**src/rtl/rom_loader_pkg.sv**
```systemverilog
// Shared types and defaults for the boot-time program loader.
// The state encoding is visible to checkers through the top-level debug port.
package rom_loader_pkg;

  typedef enum logic [2:0] {
    HEADER = 3'd0,
    HI     = 3'd1,
    LO     = 3'd2,
    WRITE  = 3'd3,
    DONE   = 3'd4,
    ERROR  = 3'd5
  } state_e;

  localparam int DEF_ADDR_WIDTH     = 8;
  localparam int DEF_DATA_WIDTH     = 12;
  localparam int DEF_TIMEOUT_CYCLES = 1_000_000;

  // The upper nibble of a HI byte must be zero.
  localparam logic [7:0] HI_RSVD_MASK = 8'hF0;

endpackage

```
**src/rtl/rom_loader_if.sv**
```systemverilog
// Byte-stream input and program-RAM write port of the loader.
// Handshake: a byte moves on a rising clk edge when rx_valid & rx_ready are both 1.
// The sender holds rx_data stable while rx_valid is high. rx_ready does not depend on rx_valid.
interface rom_loader_if
  import rom_loader_pkg::*;
#(
  parameter int ADDR_WIDTH = DEF_ADDR_WIDTH,
  parameter int DATA_WIDTH = DEF_DATA_WIDTH
);
  logic [7:0]            rx_data;
  logic                  rx_valid;
  logic                  rx_ready;
  logic [ADDR_WIDTH-1:0] ram_addr;
  logic [DATA_WIDTH-1:0] ram_din;
  logic                  ram_we;

  modport master (
    input  rx_data, rx_valid,
    output rx_ready, ram_addr, ram_din, ram_we
  );

  modport slave (
    output rx_data, rx_valid,
    input  rx_ready, ram_addr, ram_din, ram_we
  );
endinterface

```
**src/rtl/rom_loader_timeout.sv**
```systemverilog
// Idle-gap counter for the loader. It flags expiry on the clock that would complete
// TIMEOUT_CYCLES consecutive enabled clocks since the last clear.
module loader_timeout #(
  parameter int TIMEOUT_CYCLES = 1_000_000
) (
  input  logic clk,
  input  logic reset,
  input  logic clr_i,
  input  logic en_i,
  output logic expired_o
);
  localparam int CW = $clog2(TIMEOUT_CYCLES + 1);
  localparam logic [CW-1:0] LAST = CW'(TIMEOUT_CYCLES - 1);

  logic [CW-1:0] cnt_q, cnt_d;

  always_comb begin
    cnt_d = cnt_q;
    if (clr_i) begin
      cnt_d = '0;
    end else if (en_i) begin
      cnt_d = cnt_q + CW'(1);
    end
  end

  always_ff @(posedge clk or posedge reset) begin
    if (reset) begin
      cnt_q <= '0;
    end else begin
      cnt_q <= cnt_d;
    end
  end

  assign expired_o = en_i && (cnt_q == LAST);
endmodule

```
**src/rtl/rom_loader.sv**
```systemverilog
// Packs a header-framed byte stream into 12-bit words and writes them to program RAM
// from address 0, holding the CPU in reset until the whole program has been written.
module rom_loader
  import rom_loader_pkg::*;
#(
  parameter int ADDR_WIDTH     = DEF_ADDR_WIDTH,
  parameter int DATA_WIDTH     = DEF_DATA_WIDTH,
  parameter int TIMEOUT_CYCLES = DEF_TIMEOUT_CYCLES
) (
  input  logic                clk,
  input  logic                reset,
  input  logic                start,
  rom_loader_if.master        bus,
  output logic                cpu_hold,
  output logic                load_done,
  output logic                load_error,
  output logic [ADDR_WIDTH:0] words_loaded,
  output state_e              dbg_state_o
);
  localparam int CNT_W = ADDR_WIDTH + 1;

  state_e                state_q, state_d;
  logic [CNT_W-1:0]      count_q, count_d;
  logic [CNT_W-1:0]      words_q, words_d;
  logic [CNT_W-1:0]      words_inc;
  logic [3:0]            nibble_q, nibble_d;
  logic [ADDR_WIDTH-1:0] addr_q, addr_d;
  logic [DATA_WIDTH-1:0] din_q, din_d;
  logic                  start_pend_q, start_pend_d;

  logic rx_ready;
  logic xfer;
  logic to_clr;
  logic to_en;
  logic to_expired;

  assign rx_ready  = (state_q == HEADER) || (state_q == HI) || (state_q == LO);
  assign xfer      = bus.rx_valid && rx_ready;
  assign words_inc = words_q + CNT_W'(1);

  // The gap timer runs only while a frame is in flight, and restarts on each byte
  // and whenever a new word begins.
  assign to_en  = ((state_q == HI) || (state_q == LO)) && !xfer;
  assign to_clr = xfer || ((state_d == HI) && (state_q != HI));

  loader_timeout #(
    .TIMEOUT_CYCLES (TIMEOUT_CYCLES)
  ) u_timeout (
    .clk       (clk),
    .reset     (reset),
    .clr_i     (to_clr),
    .en_i      (to_en),
    .expired_o (to_expired)
  );

  always_comb begin
    state_d      = state_q;
    count_d      = count_q;
    words_d      = words_q;
    nibble_d     = nibble_q;
    addr_d       = addr_q;
    din_d        = din_q;
    start_pend_d = start_pend_q;

    if (state_q == WRITE) begin
      // A write always completes; a start seen now takes effect one cycle later.
      if (start) begin
        start_pend_d = 1'b1;
      end
      words_d = words_inc;
      if (words_inc == count_q) begin
        state_d = DONE;
      end else begin
        addr_d  = addr_q + ADDR_WIDTH'(1);
        state_d = HI;
      end
    end else if (start || start_pend_q) begin
      state_d      = HEADER;
      words_d      = '0;
      start_pend_d = 1'b0;
    end else begin
      case (state_q)
        HEADER: begin
          if (xfer) begin
            count_d = (bus.rx_data == 8'h00) ? CNT_W'(1 << ADDR_WIDTH) : CNT_W'(bus.rx_data);
            addr_d  = '0;
            state_d = HI;
          end
        end
        HI: begin
          if (xfer) begin
            if ((bus.rx_data & HI_RSVD_MASK) != 8'h00) begin
              state_d = ERROR;
            end else begin
              nibble_d = bus.rx_data[3:0];
              state_d  = LO;
            end
          end else if (to_expired) begin
            state_d = ERROR;
          end
        end
        LO: begin
          if (xfer) begin
            din_d   = DATA_WIDTH'({nibble_q, bus.rx_data});
            state_d = WRITE;
          end else if (to_expired) begin
            state_d = ERROR;
          end
        end
        default: begin
        end
      endcase
    end
  end

  always_ff @(posedge clk or posedge reset) begin
    if (reset) begin
      state_q      <= HEADER;
      count_q      <= '0;
      words_q      <= '0;
      nibble_q     <= '0;
      addr_q       <= '0;
      din_q        <= '0;
      start_pend_q <= 1'b0;
    end else begin
      state_q      <= state_d;
      count_q      <= count_d;
      words_q      <= words_d;
      nibble_q     <= nibble_d;
      addr_q       <= addr_d;
      din_q        <= din_d;
      start_pend_q <= start_pend_d;
    end
  end

  // Status flags decode straight from the state register so reset clears them at once.
  assign bus.rx_ready  = rx_ready;
  assign bus.ram_we    = (state_q == WRITE);
  assign bus.ram_addr  = addr_q;
  assign bus.ram_din   = din_q;
  assign cpu_hold      = (state_q != DONE);
  assign load_done     = (state_q == DONE);
  assign load_error    = (state_q == ERROR);
  assign words_loaded  = words_q;
  assign dbg_state_o   = state_q;
endmodule
```
**src/flat_wrapper.sv**
```systemverilog
// flat-port wrapper written by rule: the top's interface ports become plain ports
module rom_loader_flat import rom_loader_pkg::*;
#(
  parameter int ADDR_WIDTH     = DEF_ADDR_WIDTH,
  parameter int DATA_WIDTH     = DEF_DATA_WIDTH,
  parameter int TIMEOUT_CYCLES = DEF_TIMEOUT_CYCLES
)
  (clk, reset, start, cpu_hold, load_done, load_error, words_loaded, dbg_state_o, bus_rx_data, bus_rx_valid, bus_rx_ready, bus_ram_addr, bus_ram_din, bus_ram_we);
  rom_loader_if #(.ADDR_WIDTH(ADDR_WIDTH), .DATA_WIDTH(DATA_WIDTH)) bus_i ();
  input  logic clk;
  input  logic reset;
  input  logic start;
  output logic cpu_hold;
  output logic load_done;
  output logic load_error;
  output logic [ADDR_WIDTH:0] words_loaded;
  output state_e dbg_state_o;
  input wire logic [$bits(bus_i.rx_data)-1:0] bus_rx_data;
  input wire logic [$bits(bus_i.rx_valid)-1:0] bus_rx_valid;
  output wire logic [$bits(bus_i.rx_ready)-1:0] bus_rx_ready;
  output wire logic [$bits(bus_i.ram_addr)-1:0] bus_ram_addr;
  output wire logic [$bits(bus_i.ram_din)-1:0] bus_ram_din;
  output wire logic [$bits(bus_i.ram_we)-1:0] bus_ram_we;
  assign bus_i.rx_data = bus_rx_data;
  assign bus_i.rx_valid = bus_rx_valid;
  assign bus_rx_ready = bus_i.rx_ready;
  assign bus_ram_addr = bus_i.ram_addr;
  assign bus_ram_din = bus_i.ram_din;
  assign bus_ram_we = bus_i.ram_we;
  rom_loader #(.ADDR_WIDTH(ADDR_WIDTH), .DATA_WIDTH(DATA_WIDTH), .TIMEOUT_CYCLES(TIMEOUT_CYCLES)) u_core (.clk(clk), .reset(reset), .start(start), .bus(bus_i), .cpu_hold(cpu_hold), .load_done(load_done), .load_error(load_error), .words_loaded(words_loaded), .dbg_state_o(dbg_state_o));
endmodule
```
**config.mk**
```make
export PLATFORM = sky130hd
export DESIGN_NAME = rom_loader_flat
export DESIGN_NICKNAME = d
export VERILOG_FILES = /design/src/rtl/rom_loader_pkg.sv /design/src/rtl/rom_loader_if.sv /design/src/rtl/rom_loader_timeout.sv /design/src/rtl/rom_loader.sv /design/src/flat_wrapper.sv
export SDC_FILE = /design/constraint.sdc
export NUM_CORES = 1
export LEC_CHECK = 0
export BUFFER_PORTS_ARGS = -buffer_cell sky130_fd_sc_hd__buf_2
export CAP_MARGIN = 10
export CORE_MARGIN = 3
export CORE_UTILIZATION = 40
export CTS_BUF_LIST = sky130_fd_sc_hd__clkbuf_8
export CTS_CLUSTER_SIZE = 20
export DETAILED_ROUTE_END_ITERATION = 12
export PLACE_DENSITY = 0.59
export SYNTH_ARGS = -nofsm -noshare
export SYNTH_HDL_FRONTEND = slang
export SYNTH_SLANG_ARGS = --single-unit
```
**constraint.sdc**
```tcl
create_clock -name clk -period 3.8 [get_ports clk]
set_clock_uncertainty 0.15 [all_clocks]
set_input_delay 0.19 -clock clk [delete_from_list [all_inputs] [get_ports clk]]
set_output_delay 0.19 -clock clk [all_outputs]
set_load 0.05 [all_outputs]
```
# [Word level (Yosys, flattened, before mapping)]
# Cells that the tools add are included.
[totals] regBits=66 inputBits=12 wordCells=71
[classes] n_addsub=3 n_eq_ne=13 n_mux=22 n_bitwise=3 n_reduce_logical=22
[op_table] op="20-bit two-way mux" n=2
[op_table] op="8-bit two-way mux" n=5
[op_table] op="9-bit two-way mux" n=3
[op_table] op="3-bit two-way mux" n=8
[op_table] op="20-bit by 1-bit adder with 20-bit output (second input constant)" n=1
[op_table] op="20-bit == test (second input constant)" n=1
[op_table] op="4-bit AND reduction" n=3
[op_table] op="9-bit by 1-bit adder with 9-bit output (second input constant)" n=1
[op_table] op="9-bit == test" n=1
[op_table] op="3-bit case mux with 3 select lines" n=1
[op_table] op="8-bit by 1-bit adder with 8-bit output (second input constant)" n=1
[op_table] op="8-bit zero test" n=1
[op_table] op="2-bit nonzero test" n=4
[op_table] op="8-bit nonzero test" n=1
[op_table] op="3-bit by 1-bit == test with 1-bit output (second input constant)" n=2
[op_table] op="3-bit by 2-bit == test with 1-bit output (second input constant)" n=2
[op_table] op="3-bit == test (second input constant)" n=2
[op_table] op="2-bit inequality test (second input constant)" n=3
[op_table] op="1-bit logical OR" n=5
[op_table] op="5-bit AND reduction" n=1
[op_table] op="1-bit logical AND" n=4
[op_table] op="3-bit zero test" n=1
[op_table] op="1-bit two-way mux" n=3
[op_table] op="3-bit by 1-bit inequality test with 1-bit output (second input constant)" n=1
[op_table] op="4 further kinds" n=6

# [Depth between registers and ports, before layout]
[logic_depth] ltp_word=16 ltp_mapped=12 mapped_depth_nobuf=9

# [Hierarchy]
# Synthesis repeated with hierarchy kept, for this count alone.
[unflattened] cells_unflattened=345 area_unflattened_um2=3527.1
[by_module_without_submodules] module="rom_loader" instances=1 cells_each=234 area_each_um2=2469.9 seq_area_each_um2=1151.1
[by_module_without_submodules] module="loader_timeout" instances=1 cells_each=111 area_each_um2=1057.3 seq_area_each_um2=500.5

# [Worst setup path before layout]
# No wires, ideal clock.
[synth_path] kind="register -> register" start="register u_core.state_q[0] (netlist: u_core.dbg_state_o[0])" end="register u_core.addr_q[0] (netlist: u_core.bus.ram_addr[0])" setup_ps=118 t_arrival_ps=2533 t_required_ps=3532 setup_slack_ps=999 stages_incl_launch_ff=12 path_buffers=2 cell_sequence="dfrtp_1 -> nand2b_1 -> or2_1 -> buf_2 -> clkinv_2 -> o2111ai_1 -> a21oi_1 -> nand3_1 -> nor4_4 -> buf_4 -> nor4_1 -> a21o_1"
[synth_via] elab_cells_between_ends=13 classes_between="eq/ne (5); mux (1); reduce/logical (7)"
[synth_rtl] element="start, declared" line="rom_loader.sv:22" source="state_e state_q, state_d;"
[synth_rtl] element="start signal, assigned" line="rom_loader.sv:126" source="state_q <= state_d;"
[synth_rtl] element="3-bit by 2-bit == test with 1-bit output (*)"
[synth_rtl] element="named net bus_ram_we" line="flat_wrapper.sv:23" source="output wire logic [$bits(bus_i.ram_we)-1:0] bus_ram_we;"
[synth_rtl] element="2-bit inequality test (no source line) or 2-bit nonzero test (tied branches)"
[synth_rtl] element="4-bit AND reduction (no source line)"
[synth_rtl] element="end signal, assigned" line="rom_loader.sv:130" source="addr_q <= addr_d;"
[synth_rtl] element="end, declared" line="rom_loader.sv:27" source="logic [ADDR_WIDTH-1:0] addr_q, addr_d;"
# The timed path passes the listed nets; every way through them passes the cells marked *.
# A chain may end at the register's enable or synchronous reset.

# [Final worst setup path]
[layout_path] start="register u_core.state_q[2] (netlist: u_core.dbg_state_o[2])" end="register u_core.u_timeout.cnt_q[1]"
[layout_via] elab_chain_len=16 elab_cells_between_ends=24 classes_between="eq/ne (5); mux (8); reduce/logical (11)"
[layout_rtl] element="3-bit by 1-bit == test with 1-bit output or 3-bit zero test (tied branches)" line="rom_loader.sv:37, rom_loader.sv:43, rom_loader.sv:82"
[layout_rtl] element="1-bit logical OR (2 in a row)" line="rom_loader.sv:37" source="assign rx_ready = (state_q == HEADER) || (state_q == HI) || (state_q == LO);"
[layout_rtl] element="1-bit logical AND" line="rom_loader.sv:38" source="assign xfer = bus.rx_valid && rx_ready;"
[layout_rtl] element="1-bit zero test" line="rom_loader.sv:43" source="assign to_en = ((state_q == HI) || (state_q == LO)) && !xfer;"
[layout_rtl] element="1-bit logical AND" line="rom_loader.sv:43"
[layout_rtl] element="1-bit logical AND" line="rom_loader_timeout.sv:34" source="assign expired_o = en_i && (cnt_q == LAST);"
[layout_rtl] element="3-bit two-way mux" line="rom_loader.sv:98, rom_loader.sv:106"
[layout_rtl] element="3-bit two-way mux, on equally long branches" line="rom_loader.sv:103, rom_loader.sv:91"
[layout_rtl] element="3-bit case mux with 3 select lines" line="rom_loader.sv:82" source="case (state_q)"
[layout_rtl] element="3-bit two-way mux" line="rom_loader.sv:77" source="end else if (start || start_pend_q) begin"
[layout_rtl] element="3-bit two-way mux" line="rom_loader.sv:65" source="if (state_q == WRITE) begin"
[layout_rtl] element="3-bit by 1-bit == test with 1-bit output" line="rom_loader.sv:44" source="assign to_clr = xfer || ((state_d == HI) && (state_q != HI));"
[layout_rtl] element="1-bit logical AND" line="rom_loader.sv:44"
[layout_rtl] element="1-bit logical OR" line="rom_loader.sv:44"
[layout_rtl] element="20-bit two-way mux or 2-bit nonzero test (tied branches)"
[layout_rtl] element="end signal, assigned" line="rom_loader_timeout.sv:30" source="cnt_q <= cnt_d;"
[layout_rtl] element="end, declared" line="rom_loader_timeout.sv:15" source="logic [CW-1:0] cnt_q, cnt_d;"
# Several ways; a longest one is shown, not always the timed one.

==> flow_summary.yaml <==
status:
  status: "finished clean"
worst_setup_path:
  arrival_ns: 3.26
  cp_max_fo: 20
  critPathRequiredTime_ns: 3.92
  cp_slowest_cell: "nor4_4"
  cp_cell_sequence: "nand2b_1 -> or2_1 -> clkinv_2 -> o2111ai_1 -> a21oi_1 -> nand3_1 -> nor4_4 -> o21ai_1 -> buf_4 -> a21oi_1"
  path_buf_inv: 2
  worst_setup_path_end_kind: "flop"
  critPathTopFamily: "simple AND/OR/NAND/NOR gates"
  cp-start-kind: "flop"
  cpPeakStageDelay_ns: 0.65
  path_depth: 10
  path_common_cell: "a21oi_1"
  r2r_cells: 10
  worstSetupPathType: "flop to flop"
layout:
  insertedDiodeCount: 0
  drive_above_1_share: 0.231
  layout_commonest_cell: "dfrtp_1"
  nets: 425
  most-common-layout-cells: "dfrtp_1, nand2_1, buf_2, nor2_1, o21ai_0"
  post-route-util: 0.488
  area_delta_synth_final_pct: 17.3
  fin_cells: 520
floorplanning:
  core-area_um2: 8300
  die-height_um: 98.9
  fp.dieW_um: 98.9
  rows: 33
  initial_core_util: 0.416
  io_pins: 49
  dieArea_um2: 9780
clock_tree:
  clk_pin_slew_ns: 0.08
  cts_resized: 0
  cts_hold_buf: 9
  cts_made_buffers: 9
  clock-root-buffer: "clkbuf_8"
  cts_tree: "yes"
  clk_latency_ns: 0.35
  cts_max_level: 3
  clockBufferDepth: 2
  clkSinkCount: 66
  post_cts_buffers: 0
drt:
  drt-total-wl_mm: 7.73
  vias: 2718
  ant_nets: 0
  drtIter0Drc: 65
  wl_per_cell_um: 14.9
  drc: 0
  viasPerCell: 5.23
  firstDrtPassIters: 4
synthesis:
  yosysUniqueCellTypes: 51
  syn_inst: 355
  yosys_warnings: 0
  synth_area_um2: 3450
  synth_top_area_frac: 0.479
  synthArstFlopShare: 1.00
  synth_flop_cell: "dfrtp_1"
  yosys-top-cells-area: "dfrtp_1, nand2_1, mux2_2, xor2_1, nor2_1"
  synth_edf_count: 0
  ys_seq_area_frac: 0.479
  synth_area_per_cell_um2: 9.72
  synth_nets: 370
  synth.ff_latch_count: 66
  yosys.area.top_type: "dfrtp_1"
global_route:
  antenna_found_initial: 0
  grt_pass1_vias: 2688
  grt_usage: 0.168
  grt_max_degree: 39
  grt_pass1_wl_mm: 13.3
  overflow: 0
placement:
  io_buffers: 48
  dp_slack_ns: 0.692
  dp.cells: 495
  gp_congestion: 0.917
  dp_hpwl_mm: 5.46
sta:
  rsz0062_at_grt: "no"
  maxSlewViolCount: 0
  min_period_ns: 3.14
  relSlewSlack: 0.329
  tns_ns: 0
  post-route-period-util: 0.827
  finalHoldViolations: 0
  worst_pin_slew_ns: 1.00
  timing.fmax_ghz: 0.318
  setup_viol: 0
  fin_ws_ns: 0.656
power:
  power_density_nw_per_um2: 386
  power_mw: 1.56
  p_leak_nw: 1.92
  irDropWorstVdd_v: 0.000207
flow_run:
  cap_violations: 0
worst_hold_path:
  min_path_cells: 3
  min-delay-path-class: "input port to flop"
per-stage QoR:
stage | area, um2 | hold slack, ns
global route | 4050 | 0.112
finish | 4050 | 0.0676
CTS | 4050 | 0.0649
detailed placement | 3750 | 0.244
global placement | 3750 | 0.229
floorplan | 3450 | 0.145
Yosys cell counts (2+ instances only):
master    number
a21o_1         3
a21oi_1       13
and2_1         2
and3_1         3
and4_1         5
buf_2          6
buf_4          4
clkbuf_1       4
dfrtp_1       66
ha_1           3
inv_1          4
mux2_2        16
nand2_1       52
nand2b_1       5
nand3_1       15
nand3b_1       2
nand4_1       11
nor2_1        36
nor2b_1        3
nor3_1         6
nor4_1         3
nor4_4         2
o21ai_0       21
o21ai_1        4
o221ai_1       2
o31ai_1        3
or2_2          2
or3_1          7
xnor2_1       14
xor2_1        17
registers in the layout, summed over array words and instances (netlist names):
name / cells
u_core.count_q: 9
u_core.nibble_q: 4
u_core.u_timeout.cnt_q: 20
u_core.bus.ram_din: 12
u_core.bus.ram_addr: 8
u_core.words_loaded: 9
u_core.start_pend_q: 1
u_core.dbg_state_o: 3
worst min-delay path, stage by stage:
cell and delay, ns:
buf_2 0.14, nor2_1 0.09, nor2_1 0.10
power by group:
group,leakage (nW),switching [mW],internal (mW)
Combinational,0.912,0.129,0.0711
Clock,0.100,0.292,0.308
Sequential,0.904,0.0287,0.733
final timing paths:
check | start | endpoint | slack (ns)
worst max-delay path | u_core.dbg_state_o[2] | u_core.u_timeout.cnt_q[1] | 0.66
worst min-delay path | start | u_core.start_pend_q | 0.07
worst max register to register | u_core.dbg_state_o[2] | u_core.u_timeout.cnt_q[1] | 0.66
worst min register to register | u_core.count_q[3] | u_core.count_q[3] | 0.35
max in group asynchronous | reset | u_core.bus.ram_addr[6] | 2.22
min in group asynchronous | reset | u_core.bus.ram_din[11] | 0.40
routing by layer:
| layer | GRT usage | wire length [um] | vias to the layer above |
|---|---|---|---|
| li1 | - | - | 1355 |
| met3 | 0.0474 | 367 | 10 |
| met2 | 0.262 | 3540 | 48 |
| met5 | 0 | 0 | - |
| met1 | 0.220 | 3720 | 1305 |
| met4 | 0.0672 | 103 | 0 |
cells by family after synthesis:
kind of cell,after synthesis,synth area share
DFF,66,0.479
and+or+nand+nor,162,0.248
AOI/OAI and AO/OA,55,0.0972
adders and majority gates,3,0.0109
xor gates and xnor gates,31,0.0787
buffers and inverters,21,0.0319
muxes,17,0.0551
cell type report:
type | instances | area (um2)
clock inverters | 7 | 77.6
repair buffers | 60 | 353
well taps | 105 | 131
fillers | 798 | 4250
multi-input cells | 268 | 1690
inverters | 5 | 20.0
clock buffers | 9 | 124
flip-flops and latches | 66 | 1650
Power figures use the tool's default switching activity.
